`config.mk`:
```
export PLATFORM = sky130hd
export DESIGN_NAME = mem_arbiter_flat
export DESIGN_NICKNAME = d
export VERILOG_FILES = /design/src/rtl/mem_arbiter_if.sv /design/src/rtl/mem_arbiter.sv /design/src/flat_wrapper.sv
export SDC_FILE = /design/constraint.sdc
export NUM_CORES = 1
export LEC_CHECK = 0
export CAP_MARGIN = 10
export CORE_MARGIN = 1
export CORE_UTILIZATION = 44
export CTS_CLUSTER_SIZE = 25
export DETAILED_ROUTE_END_ITERATION = 6
export PLACE_DENSITY = 0.86
export RECOVER_POWER = 100
export SYNTH_ARGS = -nofsm -noshare
export SYNTH_HDL_FRONTEND = slang
export SYNTH_SLANG_ARGS = --single-unit
```
`constraint.sdc`:
```
create_clock -name clk_i -period 4 [get_ports clk_i]
set_input_delay 0.8 -clock clk_i [delete_from_list [all_inputs] [get_ports clk_i]]
set_output_delay 0.8 -clock clk_i [all_outputs]
set_load 0.02 [all_outputs]
```
`src/rtl/mem_arbiter_if.sv`:
```
// Signal bundle for mem_arbiter: fetch port, data port, shared memory port and status.
// master = arbiter side, slave = requesters/memory side.
interface mem_arbiter_if;
  logic        if_req_i;
  logic [31:0] if_addr_i;
  logic        if_ack_o;
  logic [31:0] if_rdata_o;
  logic        dm_req_i;
  logic        dm_we_i;
  logic [31:0] dm_addr_i;
  logic [31:0] dm_wdata_i;
  logic        dm_ack_o;
  logic [31:0] dm_rdata_o;
  logic        mem_req_o;
  logic        mem_we_o;
  logic [31:0] mem_addr_o;
  logic [31:0] mem_wdata_o;
  logic [31:0] mem_rdata_i;
  logic        mem_ack_i;
  logic        stall_o;
  logic        err_o;

  modport master (
    input  if_req_i, if_addr_i, dm_req_i, dm_we_i, dm_addr_i, dm_wdata_i, mem_rdata_i,
           mem_ack_i,
    output if_ack_o, if_rdata_o, dm_ack_o, dm_rdata_o, mem_req_o, mem_we_o, mem_addr_o,
           mem_wdata_o, stall_o, err_o
  );

  modport slave (
    output if_req_i, if_addr_i, dm_req_i, dm_we_i, dm_addr_i, dm_wdata_i, mem_rdata_i,
           mem_ack_i,
    input  if_ack_o, if_rdata_o, dm_ack_o, dm_rdata_o, mem_req_o, mem_we_o, mem_addr_o,
           mem_wdata_o, stall_o, err_o
  );
endinterface

```
`src/rtl/mem_arbiter.sv`:
```
// Arbitrates instruction-fetch and data-memory requests onto one single-port memory.
// Define MEM_ARB_TIMEOUT_EN to build in the BUSY watchdog and sticky err_o.
module mem_arbiter #(
  parameter int unsigned TIMEOUT = 255
) (
  input  logic          clk_i,
  input  logic          rst_n_i,
  mem_arbiter_if.master bus
);

  typedef enum logic [1:0] {StIdle, StBusyIf, StBusyDm, StResp} state_e;

  state_e      state_q;
  logic        last_dm_q;
  logic        mem_req_q;
  logic        mem_we_q;
  logic [31:0] mem_addr_q;
  logic [31:0] mem_wdata_q;
  logic        if_ack_q;
  logic        dm_ack_q;
  logic [31:0] if_rdata_q;
  logic [31:0] dm_rdata_q;

  logic        busy;
  logic        grant_dm;
  logic        timeout;
  logic [31:0] resp_data;

  assign busy      = (state_q == StBusyIf) || (state_q == StBusyDm);
  // DM wins unless IF is also waiting and DM had the previous grant.
  assign grant_dm  = bus.dm_req_i & ~(bus.if_req_i & last_dm_q);
  assign resp_data = bus.mem_ack_i ? bus.mem_rdata_i : 32'h0;

`ifdef MEM_ARB_TIMEOUT_EN
  localparam int unsigned CntW = ($clog2(TIMEOUT + 1) > 8) ? $clog2(TIMEOUT + 1) : 8;

  logic [CntW-1:0] wdog_q;
  logic            err_q;

  // Fires during the BUSY cycle that would bring the count to TIMEOUT.
  assign timeout = busy && (wdog_q == CntW'(TIMEOUT - 1));

  always_ff @(posedge clk_i or negedge rst_n_i) begin
    if (!rst_n_i) begin
      wdog_q <= '0;
      err_q  <= 1'b0;
    end else if (!busy) begin
      wdog_q <= '0;
    end else if (!bus.mem_ack_i) begin
      wdog_q <= wdog_q + CntW'(1);
      if (timeout) err_q <= 1'b1;
    end
  end

  assign bus.err_o = err_q;
`else
  assign timeout   = 1'b0;
  assign bus.err_o = 1'b0;
`endif

  always_ff @(posedge clk_i or negedge rst_n_i) begin
    if (!rst_n_i) begin
      state_q     <= StIdle;
      last_dm_q   <= 1'b0;
      mem_req_q   <= 1'b0;
      mem_we_q    <= 1'b0;
      mem_addr_q  <= 32'h0;
      mem_wdata_q <= 32'h0;
      if_ack_q    <= 1'b0;
      dm_ack_q    <= 1'b0;
      if_rdata_q  <= 32'h0;
      dm_rdata_q  <= 32'h0;
    end else begin
      if_ack_q <= 1'b0;
      dm_ack_q <= 1'b0;
      unique case (state_q)
        StIdle: begin
          if (grant_dm) begin
            state_q     <= StBusyDm;
            mem_req_q   <= 1'b1;
            mem_we_q    <= bus.dm_we_i;
            mem_addr_q  <= bus.dm_addr_i;
            mem_wdata_q <= bus.dm_wdata_i;
          end else if (bus.if_req_i) begin
            state_q     <= StBusyIf;
            mem_req_q   <= 1'b1;
            mem_we_q    <= 1'b0;
            mem_addr_q  <= bus.if_addr_i;
            mem_wdata_q <= 32'h0;
          end
        end
        StBusyIf, StBusyDm: begin
          if (bus.mem_ack_i || timeout) begin
            state_q   <= StResp;
            mem_req_q <= 1'b0;
            last_dm_q <= (state_q == StBusyDm);
            if (state_q == StBusyDm) begin
              dm_ack_q   <= 1'b1;
              dm_rdata_q <= resp_data;
            end else begin
              if_ack_q   <= 1'b1;
              if_rdata_q <= resp_data;
            end
          end
        end
        StResp:  state_q <= StIdle;
        default: state_q <= StIdle;
      endcase
    end
  end

  assign bus.mem_req_o   = mem_req_q;
  assign bus.mem_we_o    = mem_we_q;
  assign bus.mem_addr_o  = mem_addr_q;
  assign bus.mem_wdata_o = mem_wdata_q;
  assign bus.if_ack_o    = if_ack_q;
  assign bus.dm_ack_o    = dm_ack_q;
  assign bus.if_rdata_o  = if_rdata_q;
  assign bus.dm_rdata_o  = dm_rdata_q;
  // Gated by reset so every output reads 0 while reset is held.
  assign bus.stall_o = rst_n_i & ((bus.if_req_i & ~if_ack_q) | (bus.dm_req_i & ~dm_ack_q));

endmodule

```
`src/flat_wrapper.sv`:
```
// flat-port wrapper written by rule: the top's interface ports become plain ports
module mem_arbiter_flat 
#(
  parameter int unsigned TIMEOUT = 255
)
  (clk_i, rst_n_i, bus_if_req_i, bus_if_addr_i, bus_dm_req_i, bus_dm_we_i, bus_dm_addr_i, bus_dm_wdata_i, bus_mem_rdata_i, bus_mem_ack_i, bus_if_ack_o, bus_if_rdata_o, bus_dm_ack_o, bus_dm_rdata_o, bus_mem_req_o, bus_mem_we_o, bus_mem_addr_o, bus_mem_wdata_o, bus_stall_o, bus_err_o);
  mem_arbiter_if bus_i ();
  input  logic clk_i;
  input  logic rst_n_i;
  input wire logic [$bits(bus_i.if_req_i)-1:0] bus_if_req_i;
  input wire logic [$bits(bus_i.if_addr_i)-1:0] bus_if_addr_i;
  input wire logic [$bits(bus_i.dm_req_i)-1:0] bus_dm_req_i;
  input wire logic [$bits(bus_i.dm_we_i)-1:0] bus_dm_we_i;
  input wire logic [$bits(bus_i.dm_addr_i)-1:0] bus_dm_addr_i;
  input wire logic [$bits(bus_i.dm_wdata_i)-1:0] bus_dm_wdata_i;
  input wire logic [$bits(bus_i.mem_rdata_i)-1:0] bus_mem_rdata_i;
  input wire logic [$bits(bus_i.mem_ack_i)-1:0] bus_mem_ack_i;
  output wire logic [$bits(bus_i.if_ack_o)-1:0] bus_if_ack_o;
  output wire logic [$bits(bus_i.if_rdata_o)-1:0] bus_if_rdata_o;
  output wire logic [$bits(bus_i.dm_ack_o)-1:0] bus_dm_ack_o;
  output wire logic [$bits(bus_i.dm_rdata_o)-1:0] bus_dm_rdata_o;
  output wire logic [$bits(bus_i.mem_req_o)-1:0] bus_mem_req_o;
  output wire logic [$bits(bus_i.mem_we_o)-1:0] bus_mem_we_o;
  output wire logic [$bits(bus_i.mem_addr_o)-1:0] bus_mem_addr_o;
  output wire logic [$bits(bus_i.mem_wdata_o)-1:0] bus_mem_wdata_o;
  output wire logic [$bits(bus_i.stall_o)-1:0] bus_stall_o;
  output wire logic [$bits(bus_i.err_o)-1:0] bus_err_o;
  assign bus_i.if_req_i = bus_if_req_i;
  assign bus_i.if_addr_i = bus_if_addr_i;
  assign bus_i.dm_req_i = bus_dm_req_i;
  assign bus_i.dm_we_i = bus_dm_we_i;
  assign bus_i.dm_addr_i = bus_dm_addr_i;
  assign bus_i.dm_wdata_i = bus_dm_wdata_i;
  assign bus_i.mem_rdata_i = bus_mem_rdata_i;
  assign bus_i.mem_ack_i = bus_mem_ack_i;
  assign bus_if_ack_o = bus_i.if_ack_o;
  assign bus_if_rdata_o = bus_i.if_rdata_o;
  assign bus_dm_ack_o = bus_i.dm_ack_o;
  assign bus_dm_rdata_o = bus_i.dm_rdata_o;
  assign bus_mem_req_o = bus_i.mem_req_o;
  assign bus_mem_we_o = bus_i.mem_we_o;
  assign bus_mem_addr_o = bus_i.mem_addr_o;
  assign bus_mem_wdata_o = bus_i.mem_wdata_o;
  assign bus_stall_o = bus_i.stall_o;
  assign bus_err_o = bus_i.err_o;
  mem_arbiter #(.TIMEOUT(TIMEOUT)) u_core (.clk_i(clk_i), .rst_n_i(rst_n_i), .bus(bus_i));
endmodule
```
======== Word-level counts from Yosys, hierarchy flattened ========
Index checks and enable logic that the tools add are counted.
W data, S select, Z words.
word-level totals
  flip-flop bits (word level) ............. 135
  bits of input ports ..................... 134
operators by class
  eq/ne operators ......................... 5
  muxes and demuxes ....................... 20
  bitwise logic cells ..................... 10
  reductions and logical operators ........ 10
operators by type and width
  operator              number
  $mux W32              4
  $mux W1               11
  $reduce_and A3 Y1     3
  $mux W2               3
  $pmux W2 S3           1
  $reduce_and A2 Y1     3
  $and A1 B1 Y1         5
  $eq A2 B2 Y1 const B  2
  $not A1 Y1            4
  $reduce_bool A2 Y1    2
  $ne A3 B2 Y1 const B  1
  $eq A2 B1 Y1 const B  1
  $logic_not A2 Y1      1
  $ne A2 B2 Y1 const B  1
  $pmux W1 S2           1
  $reduce_or A2 Y1      1
  $or A1 B1 Y1          1

======== Depth between registers and ports, before layout ========
Gate-level depths: netlist of run 1.
  word-level depth ........................ 5
  gate-level depth with buffers ........... 7
  gate-level depth less buffers ........... 5

======== Least setup slack after synthesis of run 1 ========
OpenSTA, ideal clock, no wires.
  path type ............................... input to output
  from .................................... input port bus_if_req_i
  to ...................................... output port bus_stall_o
  arrival ................................. 1190 ps
  required time ........................... 3200 ps
  setup slack ............................. 2010 ps
  stages on the path ...................... 3
  path buffers ............................ 0
  cells stage by stage .................... inv_1 > o22ai_1 > and2_1
between the ends
  cells in the longest elaborated chain, start to end .. 3
ends and longest elaborated chain
  what             RTL line            RTL
  start, declared  flat_wrapper.sv:10  input wire logic [$bits(bus_i.if_req_i)-1:0] bus_if_req_i;
  $and A1 B1 Y1    mem_arbiter.sv:121  assign bus.stall_o = rst_n_i & ((bus.if_req_i & ~if_ack_q) | (bus.dm_req_i & ~dm_ack_q));
  $or A1 B1 Y1     mem_arbiter.sv:121
  $and A1 B1 Y1    mem_arbiter.sv:121
  end, declared    flat_wrapper.sv:26  output wire logic [$bits(bus_i.stall_o)-1:0] bus_stall_o;
Every way passes these cells.

======== Worst setup path in the final report of run 1 ========
  from .................................... input port bus_dm_req_i
  to ...................................... register u_core.mem_wdata_q[13] (netlist: u_core.bus.mem_wdata_o[13])
between the ends
  cells in the longest elaborated chain, start to end .. 3
ends and longest elaborated chain
  what                                 RTL line            RTL
  start, declared                      flat_wrapper.sv:12  input wire logic [$bits(bus_i.dm_req_i)-1:0] bus_dm_req_i;
  $and A1 B1 Y1 *                      mem_arbiter.sv:31   assign grant_dm = bus.dm_req_i & ~(bus.if_req_i & last_dm_q);
  $reduce_bool A2 Y1 (no source line)  n/a
  $reduce_and A2 Y1 (no source line)   n/a
  end signal, assigned                 mem_arbiter.sv:83   mem_wdata_q <= bus.dm_wdata_i;
  end, declared                        mem_arbiter.sv:18   logic [31:0] mem_wdata_q;
Every way passes the cells marked *; elsewhere a longest branch is shown, timed or not.
A chain may end at the register's enable or synchronous reset.

==> impl_metrics.py, run 1 <==
metrics = {
    "worst_hold_path": {
        "min_path_type": "flip-flop to flip-flop",
        "hold_depth": 1,
        "hold-path-endpoint": "u_core.bus.if_rdata_o[21]",
        "min_from": "u_core.bus.if_rdata_o[21]",
    },
    "grt": {
        "antenna_found_initial": 0,
        "grt_pass1_vias": 4672,
        "grt_max_degree": 73,
        "grt_pass1_wl_um": 24100,
        "track_usage": 0.247,
        "grt_overflow_total": 0,
    },
    "detailed_routing": {
        "firstDrtPassIters": 4,
        "routed_wl_um": 15300,
        "detail-route-antenna-nets": 0,
        "drc_errors": 0,
        "wire_per_inst_um": 17.7,
        "vias": 4329,
        "first_iter_violations": 262,
        "routed_via_density": 4.99,
    },
    "clock_network": {
        "cts_sinks": 135,
        "cts_tree": "yes",
        "numCtsBuffers": 17,
        "cts_resized": 0,
        "hold_buffers": 0,
        "clockBufferDepth": 2,
        "clock_latency_ps": 420,
        "path_clk_slew_ps": 60,
        "post_cts_buffers": 0,
        "cts.htree.levels": 4,
        "root_buffer": "clkbuf_16",
    },
    "finish": {
        "finalNetCount": 824,
        "drive_above_1_share": 0.112,
        "areaGrowthSynthToFinish_pct": 61.0,
        "post-route-util": 0.729,
        "diodes": 0,
    },
    "floorplan": {
        "floorplan.io_pins": 268,
        "core.rowCount": 40,
        "die_h_um": 113,
        "core_um2": 12100,
        "start_util": 0.453,
        "die_w_um": 113,
        "die_area_um2": 12900,
    },
    "setup_path": {
        "required_ps": 4340,
        "crit_arrival_ps": 3840,
        "start_kind": "input pin",
        "worstSetupPathType": "input pin to flip-flop",
        "crit_path_end_kind": "flip-flop",
        "reg2reg_depth": 6,
        "crit_slowest_cell": "clkbuf_1",
        "crit_fanout": 35,
        "max_stage_delay_ps": 1170,
        "crit-reg2reg-capture": "u_core.bus.if_rdata_o[20]",
        "r2r_slack_ps": 1060,
        "rr_startpoint": "u_core.state_q[0]",
        "crit_chain": "clkdlybuf4s50_1 -> a21boi_4 -> clkbuf_1 -> and2_1 -> buf_4 -> a22o_1",
    },
    "synthesis": {
        "synth_area_leader_cell": "dfrtp_1",
        "yosysUniqueCellTypes": 27,
        "yosysMostFrequentCell": "dfrtp_1",
        "syn_area_per_cell_um2": 13.0,
        "post_synth_inst_count": 421,
        "yosysWarningCount": 0,
        "synthFlopType": "dfrtp_1",
        "synth_nets": 559,
        "yosysTopAreaCellShare": 0.618,
        "synthTopCellsByCount": "135 x dfrtp_1, 66 x a21oi_1, 36 x mux2_2, 35 x nand2_1",
        "syn_area_um2": 5460,
        "synth-seq-area-share": 0.618,
        "synth-edff-count": 0,
        "synth_area_leaders": "dfrtp_1 62%, mux2_4 8.0%, mux2_2 7.4%, a21oi_1 6.0%, a22o_1 5.3%",
        "ys_seq_elements": 135,
        "async_flop_share": 1.00,
    },
    "outcome": {
        "status": "finished, violations left",
        "violations": "capacitance limit, slew limit",
    },
    "sta": {
        "clock.fmax_ghz": 0.285,
        "hold_viol": 0,
        "relSlewSlack": -0.130,
        "tightest_slew_ps": 1690,
        "period_share": 0.877,
        "final-max-slew-violation-count": 136,
        "skew_ps": 6.93,
        "fin_crit_ps": 3510,
        "setup_tns_ps": 0,
        "fin_hold_ws_ps": 484,
        "setup_viol": 0,
        "rsz0062_at_grt": "no",
    },
    "power": {
        "power_leakage_uw": 0.00390,
        "cellPowerDensity_nw_per_um2": 857,
        "p_total_uw": 7540,
        "ir_drop_uv": 457,
    },
    "placed_design": {
        "io_buffers": 266,
        "gp_congestion": 0.763,
        "dp_hpwl_um": 11000,
    },
    "job": {
        "cap_violations": 3,
    },
}
==> critical path, delay by kind of cell <==
| kind | cells | cell delay (ps) |
|---|---|---|
| AO/OA/AOI/OAI | 2 | 440 |
| buffers and inverters | 3 | 2140 |
| AND/OR/NAND/NOR | 1 | 460 |
==> metrics by stage <==
stage | instances | cell area, um^2 | setup slack [ps]
after floorplan | 421 | 5460 | 2010
final | 867 | 8800 | 493
after detailed placement | 835 | 8250 | 718
after global routing | 867 | 8800 | 355
after global placement | 835 | 8250 | 719
after CTS | 867 | 8920 | 712
==> sequential cells by signal, indices dropped and copies added (netlist names) <==
register / cells
u_core.bus.dm_ack_o: 1
u_core.bus.mem_we_o: 1
u_core.state_q: 2
u_core.bus.if_ack_o: 1
u_core.bus.if_rdata_o: 32
u_core.last_dm_q: 1
u_core.bus.mem_addr_o: 32
u_core.bus.mem_req_o: 1
u_core.bus.dm_rdata_o: 32
u_core.bus.mem_wdata_o: 32
==> final cells by class <==
type / instances / area [um^2]
Sequential cell: 135 / 3380
Fill cell: 834 / 3270
Timing Repair Buffer: 274 / 2720
Multi-Input combinational cell: 251 / 1790
Clock buffer: 17 / 425
Clock inverter: 15 / 248
Tap cell: 168 / 210
Inverter: 7 / 26.3
==> cell families after synthesis <==
family          count (synthesis)  share of synthesized area
flops                         135                      0.618
compound gates                106                      0.125
simple gates                   73                     0.0525
mux                            67                      0.158
buf+inv                        35                     0.0369
fa+ha+maj                       4                    0.00916
other cells                     1                   0.000686
==> report_power, final <==
part	internal, uW	switching, uW	total [uW]
combinational	1600	1810	3410
sequential	2030	329	2350
clock	1170	605	1780
==> layer usage <==
layer	part of all wire	up-vias	GRT usage	routed length [um]
li1	-	2009	-	-
met1	0.38	2115	0.272	5880
met2	0.52	175	0.431	7940
met3	0.069	30	0.0850	1060
met4	0.030	0	0.114	458
met5	0	-	0	0
==> how the worst max path moves through the flow <==
| stage | from | endpoint | slack (ps) |
|---|---|---|---|
| 4_1_cts | bus_if_req_i | bus_stall_o | 710 |
| 6_report | bus_dm_req_i | u_core.bus.mem_wdata_o[13] | 490 |
| 3_5_place_dp | bus_if_req_i | bus_stall_o | 720 |
| 2_1_floorplan | bus_if_req_i | bus_stall_o | 2010 |
| 3_3_place_gp | bus_if_req_i | bus_stall_o | 720 |
| 5_1_grt | bus_dm_req_i | u_core.bus.mem_wdata_o[13] | 360 |
==> layout by cell type (no fill, tap or decap), types with 3 or more instances in the layout <==
cell type	count
clkinv_2	3
dlygate4sd3_1	134
mux2_2	36
clkbuf_16	17
clkinv_4	3
ha_1	4
inv_1	7
dfrtp_1	135
mux2_1	27
clkbuf_1	4
nor2_1	33
bufinv_16	6
inv_6	3
clkdlybuf4s50_1	131
buf_4	3
a22o_1	33
a21oi_1	66
nand2_1	35
(Power assumes the default switching activity.)
==> inputs of run 2 (changes only) <==
- CORE_ASPECT_RATIO: unset -> 0.6
==> impl_metrics.py, run 2 (synthesis gave the netlist of run 1 again) <==
metrics = {
    "outcome": {
        "status": "finished, violations left",
        "violations": "capacitance limit, slew limit",
    },
    "clock_network": {
        "cts.htree.levels": 4,
        "root_buffer": "clkbuf_16",
        "post_cts_buffers": 0,
        "cts_tree": "yes",
        "numCtsBuffers": 17,
        "clockBufferDepth": 2,
        "cts_resized": 0,
        "cts_sinks": 135,
        "clock_latency_ps": 410,
        "hold_buffers": 0,
        "path_clk_slew_ps": 60,
    },
    "power": {
        "cellPowerDensity_nw_per_um2": 847,
        "power_leakage_uw": 0.00385,
        "ir_drop_uv": 518,
        "p_total_uw": 7370,
    },
    "floorplan": {
        "die_w_um": 146,
        "die_h_um": 88.3,
        "core.rowCount": 31,
        "floorplan.io_pins": 268,
        "die_area_um2": 12900,
        "start_util": 0.453,
        "core_um2": 12100,
    },
    "detailed_routing": {
        "routed_wl_um": 15600,
        "first_iter_violations": 208,
        "detail-route-antenna-nets": 0,
        "firstDrtPassIters": 4,
        "vias": 4352,
        "drc_errors": 0,
        "wire_per_inst_um": 18.1,
        "routed_via_density": 5.03,
    },
    "setup_path": {
        "crit-reg2reg-capture": "u_core.bus.if_rdata_o[29]",
        "crit_arrival_ps": 2600,
        "required_ps": 3200,
        "cp_top_family": "buffers and inverters",
        "r2r_slack_ps": 820,
        "start_kind": "input pin",
        "path_buf_inv": 3,
        "max_stage_delay_ps": 690,
        "crit_fanout": 6,
        "rr_startpoint": "u_core.state_q[0]",
        "worstSetupPathType": "input pin to output port",
        "crit_path_end_kind": "output port",
        "crit_chain": "dlygate4sd3_1 -> inv_1 -> o22ai_1 -> and2_1 -> dlygate4sd3_1",
        "reg2reg_depth": 6,
        "cpMostUsedCell": "dlygate4sd3_1",
        "crit_slowest_cell": "dlygate4sd3_1",
    },
    "finish": {
        "layout.cells.non_filler": 865,
        "drive_above_1_share": 0.109,
        "nFillCells": 838,
        "areaGrowthSynthToFinish_pct": 59.3,
        "finalNetCount": 824,
        "most-common-layout-cells": "135 x dlygate4sd3_1, 135 x dfrtp_1, 130 x clkdlybuf4s50_1, 66 x a21oi_1, 36 x mux2_2",
        "post-route-util": 0.721,
    },
    "sta": {
        "skew_ps": 12.1,
        "setup_viol": 0,
        "clock.fmax_ghz": 0.294,
        "relSlewSlack": -0.292,
        "setup_tns_ps": 0,
        "final-max-slew-violation-count": 167,
        "fin_ws_ps": 601,
        "hold_viol": 0,
        "rsz0062_at_grt": "no",
        "tightest_slew_ps": 1940,
        "period_share": 0.850,
        "fin_crit_ps": 3400,
    },
    "grt": {
        "grt_overflow_total": 0,
        "grt_pass1_vias": 4544,
        "track_usage": 0.243,
        "antenna_found_initial": 1,
        "grt_max_degree": 80,
        "grt_pass1_wl_um": 24000,
    },
    "placed_design": {
        "dp_hpwl_um": 11100,
        "gp_congestion": 0.849,
        "dp.cells": 832,
        "place_worst_setup_slack_ps": 690,
        "io_buffers": 266,
    },
    "job": {
        "cap_violations": 4,
    },
    "worst_hold_path": {
        "min_path_type": "input pin to async pin",
    },
}
-- run 2: cell types whose count changed in the layout (fill, tap and decap cells not counted), sizes merged --
cell / delta
dlygate4sd3: +1
clkinvlp: +2
diode: +1
buf: -1
clkdlybuf4s50: -1
inv: +1
clkbuf: +2
clkinv: -1
bufinv: -3
-- run 2: power breakdown --
group	internal (uW)	switching [uW]	total [uW]
combinational	1590	1820	3400
sequential	2030	345	2370
clock	987	605	1590
-- run 2: layout make-up --
class                   instances  area, um^2  area share
inverters                       7        26.3     0.00302
repair buffers                274        2700       0.311
clock buffers                  18         429      0.0493
well taps                     165         206      0.0237
multi-input cells             251        1780       0.205
clock inverters                14         173      0.0198
flip-flops and latches        135        3380       0.388
diodes                          1        2.50    0.000288
-- run 2: worst reg2reg max path, cell delays in order, from the launching register on --
cell,delay [ps]
dfrtp_1,370
inv_1,100
ha_1,390
nand2_1,120
or2_0,1280
clkbuf_1,420
mux2_1,380
-- run 2: stage by stage --
| step | hold WS, ps | instance area [um^2] |
|---|---|---|
| floorplan | 504 | 5460 |
| global placement | 488 | 8230 |
| detailed placement | 490 | 8230 |
| CTS | 367 | 8830 |
| finish | 356 | 8700 |
| global route | 394 | 8700 |
-- run 2: layer usage --
metal	GRT usage	wire length [um]
met5	0	0
met4	0.0746	166
met3	0.0814	1240
met2	0.424	7880
met1	0.291	6350
-- run 2: worst max path at each step --
stage | cells after the start | endpoint | start | slack (ps)
6_report | 5 | bus_stall_o | bus_if_req_i | 600
5_1_grt | 5 | bus_stall_o | bus_if_req_i | 520
4_1_cts | 5 | bus_stall_o | bus_if_req_i | 670
3_5_place_dp | 5 | bus_stall_o | bus_if_req_i | 690
3_3_place_gp | 5 | bus_stall_o | bus_if_req_i | 690
2_1_floorplan | 3 | bus_stall_o | bus_if_req_i | 2010
